$ cat src/rtl/mips_ctrl_pkg.sv
// Shared decode constants for the MIPS ID-stage control: opcodes, R-type functs,
// ALU encodings and the bit layout of the 12-bit EX control bundle.
package mips_ctrl_pkg;

  localparam logic [5:0] OP_NOP   = 6'h00;
  localparam logic [5:0] OP_RTYPE = 6'h02;
  localparam logic [5:0] OP_LW    = 6'h03;
  localparam logic [5:0] OP_SW    = 6'h04;

  localparam logic [10:0] FN_ADD = 11'h2A0;
  localparam logic [10:0] FN_SUB = 11'h2A2;
  localparam logic [10:0] FN_AND = 11'h2A4;
  localparam logic [10:0] FN_OR  = 11'h2A5;
  localparam logic [10:0] FN_MUL = 11'h2B2;

  typedef enum logic [2:0] {
    ALU_ADD = 3'b000,
    ALU_SUB = 3'b001,
    ALU_AND = 3'b010,
    ALU_OR  = 3'b011,
    ALU_MUL = 3'b100
  } alu_op_e;

  localparam int CTRL_ALU_LO    = 0;
  localparam int CTRL_ALU_HI    = 2;
  localparam int CTRL_IMM_SEL   = 3;
  localparam int CTRL_MEM_READ  = 4;
  localparam int CTRL_MEM_WRITE = 5;
  localparam int CTRL_REG_WRITE = 6;
  localparam int CTRL_DST_LO    = 7;
  localparam int CTRL_DST_HI    = 11;

  function automatic logic [11:0] pack_ctrl(alu_op_e alu, logic imm_sel, logic mem_read,
                                            logic mem_write, logic reg_write, logic [4:0] dst);
    return {dst, reg_write, mem_write, mem_read, imm_sel, alu};
  endfunction

endpackage

$ cat src/rtl/mips_hazard_unit.sv
// Load-use hazard detector: requests a stall when the load now in EX writes a
// register the instruction in ID is about to read.
module mips_hazard_unit (
  input  logic       ex_mem_read,
  input  logic [4:0] ex_dst,
  input  logic [4:0] rs,
  input  logic [4:0] rt,
  input  logic       reads_rt,
  output logic       stall
);

  assign stall = ex_mem_read & ((ex_dst == rs) | (reads_rt & (ex_dst == rt)));

endmodule

$ cat src/rtl/mips_control.sv
// ID-stage decoder and ID/EX control register of the MIPS-like pipeline.
// Optional load-use stall logic is built when HAZARD_DETECT_EN is defined.
module mips_control
  import mips_ctrl_pkg::*;
(
  input  logic        clk,
  input  logic        rst,
  input  logic [31:0] instr,
  output logic [4:0]  a_reg,
  output logic [4:0]  b_reg,
  output logic [11:0] ctrl_ex,
  output logic        stall,
  output logic        illegal
);

  logic [5:0]  op;
  logic [4:0]  rs;
  logic [4:0]  rt;
  logic [4:0]  rd;
  logic [10:0] funct;
  logic [11:0] ctrl_p0;
  logic        ill_p0;

  assign op    = instr[31:26];
  assign rs    = instr[25:21];
  assign rt    = instr[20:16];
  assign rd    = instr[15:11];
  assign funct = instr[10:0];

  assign a_reg = rs;
  assign b_reg = rt;

  // Stage p0: combinational decode of the instruction in ID
  always_comb begin
    ctrl_p0 = '0;
    ill_p0  = 1'b0;
    case (op)
      OP_NOP: ctrl_p0 = '0;
      OP_RTYPE: begin
        case (funct)
          FN_ADD:  ctrl_p0 = pack_ctrl(ALU_ADD, 1'b0, 1'b0, 1'b0, 1'b1, rd);
          FN_SUB:  ctrl_p0 = pack_ctrl(ALU_SUB, 1'b0, 1'b0, 1'b0, 1'b1, rd);
          FN_AND:  ctrl_p0 = pack_ctrl(ALU_AND, 1'b0, 1'b0, 1'b0, 1'b1, rd);
          FN_OR:   ctrl_p0 = pack_ctrl(ALU_OR,  1'b0, 1'b0, 1'b0, 1'b1, rd);
          FN_MUL:  ctrl_p0 = pack_ctrl(ALU_MUL, 1'b0, 1'b0, 1'b0, 1'b1, rd);
          default: ill_p0  = 1'b1;
        endcase
      end
      OP_LW:   ctrl_p0 = pack_ctrl(ALU_ADD, 1'b1, 1'b1, 1'b0, 1'b1, rt);
      OP_SW:   ctrl_p0 = pack_ctrl(ALU_ADD, 1'b1, 1'b0, 1'b1, 1'b0, 5'd0);
      default: ill_p0  = 1'b1;
    endcase
  end

`ifdef HAZARD_DETECT_EN
  logic reads_rt;

  // Loads only read rs; R-type and stores also read rt.
  assign reads_rt = (op == OP_RTYPE) | (op == OP_SW);

  mips_hazard_unit u_hazard (
    .ex_mem_read (ctrl_ex[CTRL_MEM_READ]),
    .ex_dst      (ctrl_ex[CTRL_DST_HI:CTRL_DST_LO]),
    .rs          (rs),
    .rt          (rt),
    .reads_rt    (reads_rt),
    .stall       (stall)
  );
`else
  assign stall = 1'b0;
`endif

  // Stage p1: ID/EX register; a stall inserts a bubble while fetch holds instr
  always_ff @(posedge clk) begin
    if (rst) begin
      ctrl_ex <= '0;
      illegal <= 1'b0;
    end else if (stall) begin
      ctrl_ex <= '0;
      illegal <= 1'b0;
    end else begin
      ctrl_ex <= ctrl_p0;
      illegal <= ill_p0;
    end
  end

endmodule

$ cat config.mk
export PLATFORM = sky130hd
export DESIGN_NAME = mips_control
export DESIGN_NICKNAME = d
export VERILOG_FILES = /design/src/rtl/mips_ctrl_pkg.sv /design/src/rtl/mips_hazard_unit.sv /design/src/rtl/mips_control.sv
export SDC_FILE = /design/constraint.sdc
export NUM_CORES = 1
export LEC_CHECK = 0
export ABC_AREA = 1
export CAP_MARGIN = 25
export CORE_MARGIN = 8
export CORE_UTILIZATION = 29
export CTS_CLUSTER_DIAMETER = 30
export CTS_CLUSTER_SIZE = 28
export DETAILED_ROUTE_END_ITERATION = 6
export GPL_ROUTABILITY_DRIVEN = 0
export GPL_TIMING_DRIVEN = 1
export MAX_ROUTING_LAYER = met4
export PLACE_DENSITY = 0.75
export SLEW_MARGIN = 10
export SYNTH_ARGS = -nofsm -noshare
export SYNTH_HDL_FRONTEND = slang
export SYNTH_HIERARCHICAL = 1
export SYNTH_SLANG_ARGS = --single-unit
$ cat constraint.sdc
create_clock -name clk -period 0.96 [get_ports clk]
set_input_delay 0.192 -clock clk [delete_from_list [all_inputs] [get_ports clk]]
set_output_delay 0.192 -clock clk [all_outputs]
set_load 0.05 [all_outputs]
==> results of run 1 <==
[metrics by stage]
stage	worst slack [ns]	instances	util, %	instance area (um2)
6_report	0.009820	174	59.81	1441
4_1_cts	-0.0003172	173	59.29	1429
3_3_place_gp	-0.4861	167	55.97	1349
3_5_place_dp	-0.5645	167	55.97	1349
2_1_floorplan	0.04057	98	-	719.4
5_1_grt	-0.03861	174	59.81	1441
[layer usage]
layer	track usage, %	vias up	wire [um]
li1	-	381	-
met3	2.881	6	143
met1	10.38	336	821
met2	19.61	33	1226
met5	-	-	0
met4	6.812	0	53
[worst paths after layout]
kind,endpoint,slack [ns],cells after the start
min,ctrl_ex[1],0.29,4
max,ctrl_ex[10],0.01,1
[registers in the layout, summed over array words and instances, names as in the netlist]
| register | cells |
|---|---|
| ctrl_ex | 12 |
| illegal | 1 |
[cell type report]
cell class                 instances  area, um2
multi-input combinational         58      374.1
inverter                          15      58.81
clock buffer                       4      26.28
tap                               30      37.54
timing repair buffer              54      668.1
fill                             196      968.4
sequential                        13      276.5
[cell families (layout without fill, tap and decap cells)]
kind of cell / Yosys count / after routing / synth area share, %
compound gates: 10 / 10 / 7.652
buf+inv: 27 / 73 / 19.83
flops: 13 / 13 / 36.17
other cells: 1 / 1 / 0.5212
simple gates: 47 / 47 / 35.83
[power by group]
part           leakage [nW]  total [mW]  switching [mW]  internal (mW)
logic                 0.497       0.329           0.167          0.163
registers             0.111       0.548         0.00374          0.544
clock network        0.0150       0.326           0.165          0.161
total                 0.623        1.20           0.336          0.867
[repair_timing]
action | 4_1_cts | 5_1_grt
hold buffers | 0 | 0
setup endpoints to repair | 31 | 22
resized for setup | 60 | 11
pin swaps | 25 | 17
hold endpoints to repair | 0 | 0
setup buffers | 2 | 1
[synth_stat cells (all sizes together)]
library cell and instances:
a21oi 7, buf 11, clkbuf 1, conb 1, dfxtp 13, inv 15
nand2 17, nand3 8, nand3b 1, nor2 18, nor3 2, o21ai 2
o22ai 1, or2 1
==> results.py, run 1 <==
metrics = {
    "floorplanning": {
        "die_y_um": 65.81,
        "ios": 58,
        "std_cell_rows": 18,
        "core-area_um2": 2410,
        "die_area_um2": 4330,
        "die_x_um": 65.81,
        "start_util_pct": 29.85,
    },
    "route": {
        "drcViolationCount": 0,
        "vias": 756,
        "wl_per_cell_um": 12.90,
        "avgViaCountPerCell": 4.345,
        "wirelength_um": 2245,
        "dr.pass1.iters": 2,
        "dr.first_iter.drc_count": 3,
        "detail-route-antenna-nets": 0,
    },
    "finish": {
        "antennaDiodeCount": 0,
        "layout_commonest_cell": "buf_12",
        "drive_above_1_share_pct": 57.64,
        "layout_common_cells": "18 x buf_12, 13 x dfxtp_2, 12 x nand2_1",
        "area_growth_syn_to_layout_pct": 100.3,
        "finalNetCount": 179,
    },
    "pwr": {
        "p_leak_nw": 0.6230,
        "ir_drop_mv": 0.4780,
        "finalPower_mw": 1.203,
        "powerDensity_nw_per_um2": 834.7,
    },
    "setup_path": {
        "arrival_ns": 0.76,
        "cp-start-kind": "flop",
        "cp.required_ns": 0.77,
        "cpPeakStageDelay_ns": 0.35,
        "setup.worst_path.start": "ctrl_ex[10]",
        "cp_cell_sequence": "buf_12",
        "crit_slowest_cell": "dfxtp_2",
        "worst-path-max-fanout": 1,
        "critPathKind": "reg -> out",
        "crit_path_end_kind": "output pin",
        "worst-path-buf-inv": 1,
        "cpLargestDelayFamily": "flip-flops",
    },
    "yosys": {
        "synth_nets": 132,
        "yosysTopAreaCellShare_pct": 36.17,
        "postSynthCellCount": 98,
        "syn_area_um2": 719.4,
        "syn_area_per_cell_um2": 7.341,
        "synthTopCellsByArea": "dfxtp_1 36%, buf_4 11%, nand2_1 7.3%",
        "ys_warn_count": 6,
        "synth_cell_types": 23,
        "synth-seq-cells": 13,
        "synth_largest_area_cell": "dfxtp_1",
        "ys_seq_area_share_pct": 36.17,
    },
    "sta": {
        "tns_ns": 0,
        "final_hold_viol_count": 0,
        "rsz0062_at_grt": "true",
        "whs_ns": 0.2924,
        "setup_viol": 0,
        "period_share_pct": 98.98,
        "final_max_slew_viol_count": 0,
        "post-route-min-period_ns": 0.9502,
        "fmax_mhz": 1052,
    },
    "global_route": {
        "track_usage_pct": 11.04,
        "antenna_found_initial": 0,
        "grt_first_pass_wirelength_um": 3622,
        "grt-ovfl-total": 0,
        "grt_pass1_vias": 830,
        "grt_max_degree": 8,
    },
    "placement": {
        "dp_hpwl_um": 1901,
        "port_buffers": 46,
    },
    "hold_path": {
        "worstHoldStart": "instr[1]",
        "hp-class": "in -> reg",
    },
    "cts": {
        "h-tree-depth": 1,
        "ctsRootBufferMaster": "clkbuf_4",
        "cts_tree": "done",
        "cts.sinks": 13,
        "clkTransAtPathRegs_ns": 0.08,
        "clock_path_buffers": 2,
        "cts_made_buffers": 3,
    },
    "job": {
        "drv_cap": 0,
    },
    "outcome": {
        "status": "finished clean",
    },
}
Power figures use the tool's default switching activity.
==> run 2, diff against run 1 <==
--- a/config.mk
+++ b/config.mk
@@ -16,7 +16,7 @@
 export GPL_TIMING_DRIVEN = 1
 export MAX_ROUTING_LAYER = met4
 export PLACE_DENSITY = 0.75
-export SLEW_MARGIN = 10
+export SLEW_MARGIN = 20
 export SYNTH_ARGS = -nofsm -noshare
 export SYNTH_HDL_FRONTEND = slang
 export SYNTH_HIERARCHICAL = 1
==> results of run 2 <==
The final DEF is identical to that of run 1; final timing and power are the same.
==> run 3, diff against run 2 <==
--- a/config.mk
+++ b/config.mk
@@ -8,14 +8,14 @@
 export ABC_AREA = 1
 export CAP_MARGIN = 25
 export CORE_MARGIN = 8
-export CORE_UTILIZATION = 29
+export CORE_UTILIZATION = 32
 export CTS_CLUSTER_DIAMETER = 30
 export CTS_CLUSTER_SIZE = 28
 export DETAILED_ROUTE_END_ITERATION = 6
 export GPL_ROUTABILITY_DRIVEN = 0
 export GPL_TIMING_DRIVEN = 1
 export MAX_ROUTING_LAYER = met4
-export PLACE_DENSITY = 0.75
+export PLACE_DENSITY = 0.79
 export SLEW_MARGIN = 20
 export SYNTH_ARGS = -nofsm -noshare
 export SYNTH_HDL_FRONTEND = slang
==> constraint.sdc (replaced) <==
create_clock -name clk -period 0.95 [get_ports clk]
set_input_delay 0.19 -clock clk [delete_from_list [all_inputs] [get_ports clk]]
set_output_delay 0.19 -clock clk [all_outputs]
set_load 0.05 [all_outputs]
==> run 3 against run 2 <==
Compared with the run above:
- via count rose by 1.3%
- clock power rose by 3%
- worst setup slack got worse by 0.0091 ns
- hold slack got worse by 0.095 ns
- highest routed layer unchanged
- sequential share of layout area rose by 0.067 points
- first-iteration DRC count rose to 5.0 times the previous value
- sequential power rose by 1%
==> results.py, run 3 (synthesis results as in run 1) <==
metrics = {
    "outcome": {
        "status": "finished clean",
    },
    "global_route": {
        "grt_pass1_vias": 796,
        "grt_first_pass_wirelength_um": 3615,
        "track_usage_pct": 11.29,
        "grt-ovfl-total": 0,
        "antenna_found_initial": 0,
        "grt_max_degree": 8,
    },
    "pwr": {
        "ir_drop_mv": 0.5379,
        "powerDensity_nw_per_um2": 855.5,
        "p_leak_nw": 0.6221,
    },
    "job": {
        "drv_cap": 0,
    },
    "cts": {
        "ctsRootBufferMaster": "clkbuf_4",
        "hold_buffers": 0,
        "clock_path_buffers": 2,
        "cts.sinks": 13,
        "cts_tree": "done",
        "clkTransAtPathRegs_ns": 0.08,
        "cts_made_buffers": 3,
        "h-tree-depth": 1,
    },
    "setup_path": {
        "cp_cell_sequence": "buf_12",
        "crit_path_end_kind": "output pin",
        "worst-path-max-fanout": 1,
        "worst-path-buf-inv": 1,
        "cp.depth": 1,
        "arrival_ns": 0.76,
        "cpLargestDelayFamily": "flip-flops",
        "cp-start-kind": "flop",
        "critPathKind": "reg -> out",
        "crit_slowest_cell": "dfxtp_2",
        "cp.required_ns": 0.76,
        "cpPeakStageDelay_ns": 0.35,
    },
    "hold_path": {
        "min_to": "ctrl_ex[1]",
        "hp-class": "in -> reg",
        "worstHoldStart": "instr[1]",
        "hold_depth": 4,
    },
    "floorplanning": {
        "die_x_um": 63.42,
        "core-area_um2": 2170,
        "std_cell_rows": 17,
        "ios": 58,
        "start_util_pct": 33.16,
        "die_area_um2": 4021,
        "die_y_um": 63.42,
    },
    "route": {
        "dr.first_iter.drc_count": 15,
        "detail-route-antenna-nets": 0,
        "avgViaCountPerCell": 4.428,
        "wirelength_um": 2349,
        "wl_per_cell_um": 13.58,
        "dr.pass1.iters": 4,
        "drcViolationCount": 0,
        "vias": 766,
    },
    "sta": {
        "fmax_mhz": 1053,
        "whs_ns": 0.1978,
        "rsz0062_at_grt": "true",
        "final_hold_viol_count": 0,
        "fin_ws_ns": 0.0006807,
        "setup_viol": 0,
        "final_max_slew_viol_count": 0,
        "post-route-min-period_ns": 0.9493,
        "period_share_pct": 99.93,
    },
    "placement": {
        "placed_cell_area_um2": 1354,
        "dp_hpwl_um": 1934,
        "post-place-ws_ns": -0.5809,
        "port_buffers": 46,
    },
    "finish": {
        "largestRegisters": "ctrl_ex x12, illegal x1",
        "area_growth_syn_to_layout_pct": 99.65,
        "layout_commonest_cell": "buf_12",
        "final_area_um2": 1436,
        "largest_reg_flops": 12,
        "layout_common_cells": "18 x buf_12, 13 x nand2_1, 13 x dfxtp_2",
        "multi_input_comb_area_um2": 395.4,
        "antennaDiodeCount": 0,
        "drive_above_1_share_pct": 64.14,
        "finalNetCount": 180,
        "fillers": 180,
        "final-seq-area_um2": 276.5,
        "regMostFlops": "ctrl_ex",
    },
}
==> run 3: cell count changes in the layout (fill, tap and decap cells not counted), sizes merged <==
| cell | previous run | this run |
|---|---|---|
| dlygate4sd2 | 11 | 7 |
| clkbuf | 6 | 12 |
| clkdlybuf4s15 | 7 | 4 |
| buf | 28 | 30 |
==> run 3: per-stage QoR <==
step / power [mW] / std cells / TNS, ns / utilization, %
floorplan: 0.7636 / 98 / 0 / -
global placement: 0.9063 / 166 / -6.220 / 62.40
detailed placement: 0.9121 / 166 / -6.891 / 62.40
CTS: 1.227 / 172 / -0.02337 / 65.97
global route: 1.272 / 173 / -0.1212 / 66.21
finish: 1.229 / 173 / 0 / 66.21
==> run 3: worst max-delay path by stage <==
stage / startpoint / end / slack [ns]
floorplan: instr[31] / ctrl_ex[0] / 0.03
global placement: instr[5] / ctrl_ex[7] / -0.50
detailed placement: instr[0] / ctrl_ex[7] / -0.58
CTS: ctrl_ex[8] / ctrl_ex[8] / -0.01
global route: ctrl_ex[11] / ctrl_ex[11] / -0.02
finish: ctrl_ex[8] / ctrl_ex[8] / 0.0007
==> run 3: tightest hold or removal path: stages <==
cell and delay (ns):
clkbuf_2 0.10, inv_2 0.05, nand2_1 0.06, nor2_1 0.04
==> run 3: metal layers <==
layer	track usage [%]	routed length (um)	vias to the layer above	share of wire [%]
met2	19.65	1285	35	55
met5	-	0	-	0
met4	7.521	74	0	3.2
met1	11.75	891	337	38
met3	1.237	97	12	4.1
li1	-	-	382	-
==> run 3: report_power, final <==
part	internal, mW	switching [mW]	total, mW
Combinational	0.164	0.175	0.339
Clock	0.163	0.173	0.336
Sequential	0.550	0.00399	0.554
==> run 3: area by class of cell <==
class / count / area share, %
inverters: 15 / 4.094
clock buffers: 4 / 1.829
flip-flops and latches: 13 / 19.25
well taps: 28 / 2.439
repair buffers: 55 / 44.86
multi-input cells: 58 / 27.53
==> run 3: repair_timing <==
action | in CTS | in global routing
resized for setup | 60 | 28
setup buffers | 2 | 1
endpoints found under the setup margin | 30 | 23
pin swaps | 25 | 19
cloned | 0 | 0
hold endpoints to repair | 0 | 0
